## src/rtl/icache_direct.sv

```systemverilog
// Direct-mapped read-only instruction cache between Fetch and the MemController fetch port.
// Hits return data combinationally; a miss refills one word per cycle, stalling 4 cycles.
// ic_if_stall holds Fetch during refill; MemController must answer in the same cycle.
module icache_direct #(
   parameter int INDEX_BITS  = 4,
   parameter int OFFSET_BITS = 2
) (
   input  logic        clock,
   input  logic        reset,
   input  logic        if_ic_en,
   input  logic [31:0] if_ic_addr,
   output logic [31:0] ic_if_data,
   output logic        ic_if_stall,
   output logic        ic_mc_en,
   output logic [31:0] ic_mc_addr,
   input  logic [31:0] mc_ic_data,
   input  logic        inv_all,
   output logic [31:0] hit_count,
   output logic [31:0] miss_count
);

   localparam int LINES    = 1 << INDEX_BITS;
   localparam int WORDS    = 1 << OFFSET_BITS;
   localparam int TAG_BITS = 32 - INDEX_BITS - OFFSET_BITS - 2;

   typedef enum logic {IDLE, REFILL} state_t;

   state_t                  state_q, state_d;
   logic [OFFSET_BITS-1:0]  cnt_q, cnt_d;
   logic [LINES-1:0]        valid_q, valid_d;
   logic [TAG_BITS-1:0]     tag_q [LINES];
   logic [TAG_BITS-1:0]     tag_d [LINES];
   logic [31:0]             data_q [LINES][WORDS];
   logic [31:0]             data_d [LINES][WORDS];
   logic [TAG_BITS-1:0]     rtag_q, rtag_d;
   logic [INDEX_BITS-1:0]   ridx_q, ridx_d;
   logic [31:0]             hit_q, hit_d;
   logic [31:0]             miss_q, miss_d;

   logic [TAG_BITS-1:0]     tag_w;
   logic [INDEX_BITS-1:0]   idx_w;
   logic [OFFSET_BITS-1:0]  off_w;
   logic                    hit_w;
   logic                    unused_addr_bits;

   assign tag_w = if_ic_addr[31 -: TAG_BITS];
   assign idx_w = if_ic_addr[OFFSET_BITS+2 +: INDEX_BITS];
   assign off_w = if_ic_addr[2 +: OFFSET_BITS];
   assign hit_w = valid_q[idx_w] && (tag_q[idx_w] == tag_w);
   assign unused_addr_bits = ^if_ic_addr[1:0];

   assign hit_count  = hit_q;
   assign miss_count = miss_q;

   // Lookup, refill sequencing and next-state computation; reset forces outputs quiet.
   always_comb begin
      state_d     = state_q;
      cnt_d       = cnt_q;
      valid_d     = valid_q;
      tag_d       = tag_q;
      data_d      = data_q;
      rtag_d      = rtag_q;
      ridx_d      = ridx_q;
      hit_d       = hit_q;
      miss_d      = miss_q;
      ic_if_data  = 32'd0;
      ic_if_stall = 1'b0;
      ic_mc_en    = 1'b0;
      ic_mc_addr  = 32'd0;

      if (!reset) begin
         case (state_q)
            IDLE: begin
               if (if_ic_en) begin
                  if (hit_w) begin
                     ic_if_data = data_q[idx_w][off_w];
                     hit_d      = hit_q + 32'd1;
                  end else begin
                     ic_if_stall = 1'b1;
                     ic_mc_en    = 1'b1;
                     ic_mc_addr  = {tag_w, idx_w, {OFFSET_BITS{1'b0}}, 2'b00};
                     // The old line is being overwritten, so it must not hit again.
                     valid_d[idx_w]   = 1'b0;
                     data_d[idx_w][0] = mc_ic_data;
                     rtag_d           = tag_w;
                     ridx_d           = idx_w;
                     cnt_d            = 1;
                     state_d          = REFILL;
                     miss_d           = miss_q + 32'd1;
                  end
               end
            end
            REFILL: begin
               ic_if_stall = 1'b1;
               ic_mc_en    = 1'b1;
               ic_mc_addr  = {rtag_q, ridx_q, cnt_q, 2'b00};
               data_d[ridx_q][cnt_q] = mc_ic_data;
               cnt_d = cnt_q + 1'b1;
               if (cnt_q == OFFSET_BITS'(WORDS - 1)) begin
                  tag_d[ridx_q]   = rtag_q;
                  valid_d[ridx_q] = 1'b1;
                  cnt_d           = '0;
                  state_d         = IDLE;
               end
            end
            default: state_d = IDLE;
         endcase
         // Invalidate wins over the final valid set of a refill.
         if (inv_all) valid_d = '0;
      end
   end

   // Control state, valid bits and counters with synchronous reset.
   always_ff @(posedge clock) begin
      if (reset) begin
         state_q <= IDLE;
         cnt_q   <= '0;
         valid_q <= '0;
         hit_q   <= 32'd0;
         miss_q  <= 32'd0;
      end else begin
         state_q <= state_d;
         cnt_q   <= cnt_d;
         valid_q <= valid_d;
         hit_q   <= hit_d;
         miss_q  <= miss_d;
      end
   end

   // Tag/data storage and latched refill target; contents are meaningless until valid.
   always_ff @(posedge clock) begin
      tag_q  <= tag_d;
      data_q <= data_d;
      rtag_q <= rtag_d;
      ridx_q <= ridx_d;
   end

endmodule

```

## config.mk

```make
export PLATFORM = sky130hd
export DESIGN_NAME = icache_direct
export DESIGN_NICKNAME = d
export VERILOG_FILES = /design/src/rtl/icache_direct.sv
export SDC_FILE = /design/constraint.sdc
export NUM_CORES = 2
export LEC_CHECK = 0
export BUFFER_PORTS_ARGS = -buffer_cell sky130_fd_sc_hd__buf_4
export CORE_UTILIZATION = 45
export DETAILED_ROUTE_END_ITERATION = 10
export SLEW_MARGIN = 20
export SYNTH_ARGS = -nofsm -noshare
export SYNTH_HDL_FRONTEND = slang
export SYNTH_SLANG_ARGS = --single-unit
```

## constraint.sdc

```tcl
create_clock -name clock -period 10.84 [get_ports clock]
set_clock_uncertainty 0.05 [all_clocks]
set_input_delay 1.084 -clock clock [delete_from_list [all_inputs] [get_ports clock]]
set_output_delay 1.084 -clock clock [all_outputs]
set_load 0.01 [all_outputs]
```

==> results.toml <==
[power_and_ir_drop]
power_density_nw_per_um2 = 167.2
p_leak_nw = 41.27
ir_drop_uv = 185.2

[hold_path]
hp-class = "in2reg"

[clock_tree]
post_cts_buffers = 0
cts_buffer_depth = 4
path_clk_slew_ns = 0.06
cts_made_buffers = 289
root_buffer = "clkbuf_16"
cts-hold-fix-buffers = 0
post_cts_resized = 0
cts_max_level = 5
clkSinkCount = 2543
clk_latency_ns = 0.98
tritoncts = "built"

[timing]
slew_viol_final = 0
setup_viol_count_final = 0
fmax_ghz = 0.1399
fin_crit_sh_pct = 65.95
fin_crit_ns = 7.149
finalSetupTns_ns = 0
rsz0062_at_grt = "no"
tightest_slew_ns = 1.200
slew_headroom_pct = 19.78
whs_ns = 0.2461
worst_slack_ns = 3.691
hold_viol = 0

[die]
start_util_pct = 45.41
coreArea_sq_um = 246800
io-pin-count = 198
num_rows = 182
die_h_um = 501.1
die_w_um = 501.1
die-area_sq_um = 251100

[run_status]
outcome = "finished, final reports clean"

[placement]
dp_hpwl_um = 195000
preCtsSetupSlack_ns = 3.368
place_congestion = 0.8264
portBuffers = 193

[global_routing]
grt_pass1_wl_um = 486500
overflow = 0
grt_pass1_vias = 64260
grt_antenna_before_repair = 37
track_usage_pct = 27.70
grt_max_degree = 125

[critical_path]
crit_type = "in2out"
cp_max_fo = 115
critPathArrivalTime_ns = 6.01
cp-start-kind = "input pin"
required_ns = 9.71
r2r_slack_ns = 5.34
cp-end-kind = "primary output"

[finish]
mostFrequentLayoutCells = "edfxtp_1 (2460), and2_1 (1418), mux4_2 (745)"
area_growth_pct = 13.01
drive_gt1_share_pct = 24.04
final_common_cell = "edfxtp_1"
final_nets = 7032

[routing]
ant_nets = 0
drcViolationCount = 0
vias = 64460
firstDrtPassIters = 6
drt_wl_total_um = 348100
drt_iter0_markers = 8995
wl_per_cell_um = 33.14
via_per_inst = 6.137

[logic_synthesis]
syn_inst = 6904
synth_area_sq_um = 112100
async_flop_share_pct = 0
yosysUniqueCellTypes = 70
synth_ff_type = "edfxtp_1"
syn_avg_cell_area_sq_um = 16.24
yosysSeqAreaShare_pct = 67.38
yosysWarnings = 0
synth_edf_count = 2460
synth.ff_latch_count = 2543

[job]
drv_cap = 0
## synthesized netlist by cell type (all sizes together) (13+ instances only)
cell	instances	area share (%)
mux2i	68	0.61
a22o	30	0.23
nand4	29	0.17
a21oi	74	0.33
inv	33	0.11
xnor2	15	0.12
a31oi	19	0.11
o32ai	13	0.10
nor2	690	2.3
and3	19	0.11
and2	1418	7.9
a22oi	22	0.15
or4	46	0.31
mux2	13	0.13
nor3	36	0.17
dfxtp	83	1.5
buf	115	0.59
nand3	40	0.18
o21ai	25	0.11
edfxtp	2460	66
nand2	106	0.35
nor2b	78	0.44
nor4	38	0.23
clkbuf	546	1.8
o31ai	46	0.31
mux4	745	15
## final cells by class
type,instances,area [sq um]
fillers,20250,120200
flip-flops and latches,2543,75540
multi-input cells,3668,34690
clock buffers,352,7574
well taps,3312,4144
repair buffers,423,3333
clock inverters,136,1180
inverters,33,131.4
diodes,37,92.59
## cells by family after synthesis
family | Yosys count | synth area share [%]
other cells | 1 | 0.003345
mux | 826 | 15.71
xor+xnor | 19 | 0.1485
fa+ha+maj | 6 | 0.06697
flops | 2543 | 67.38
simple gates | 2532 | 12.40
compound gates | 283 | 1.761
buf+inv | 694 | 2.533
## power breakdown
part           switching, mW  internal, mW
sequential            0.0301          10.7
combinational          0.754         0.420
clock                   3.89          5.42
total                   4.68          16.5
## metrics by stage
stage / utilization [%] / area, sq um / total power [mW] / std cells
CTS: 51.28 / 126600 / 21.29 / 10470
finish: 51.32 / 126700 / 21.19 / 10500
global route: 51.31 / 126700 / 21.67 / 10500
global placement: 47.71 / 117800 / 12.07 / 9977
detailed placement: 47.73 / 117800 / 12.08 / 9979
floorplan: - / 112100 / 11.58 / 6905
## per-layer routing
layer | global-route usage, % | routed length (um)
met3 | 6.633 | 37350
met1 | 37.37 | 133500
met2 | 43.29 | 163000
met5 | 0 | 26
met4 | 11.13 | 14190
## flip-flops by register name (all words and copies together) (netlist names)
signal	flops
cnt_q	2
data_q	2048
hit_count	32
miss_count	32
ridx_q	4
rtag_q	24
state_q	1
tag_q	384
valid_q	16
## worst paths after layout
check | start | end | cells after the start
max reg2reg | tag_q[301]$_DFFE_PP_ | data_q[1]$_DFFE_PP_ | 13
max | if_ic_addr[5] | ic_if_data[16] | 9
min | if_ic_addr[23] | rtag_q[15]$_DFFE_PP_ | 1
min reg2reg | hit_count[31]$_SDFFE_PP0P_ | hit_count[31]$_SDFFE_PP0P_ | 2
## worst max-delay path, cell delays in order
cell and delay (ns):
buf_8 0.46, buf_12 0.65, buf_4 0.81, buf_4 0.84
mux4_2 0.44, mux4_2 0.59, mux4_2 0.55, nor2b_1 0.17
buf_4 0.18
Power figures use the tool's default switching activity.
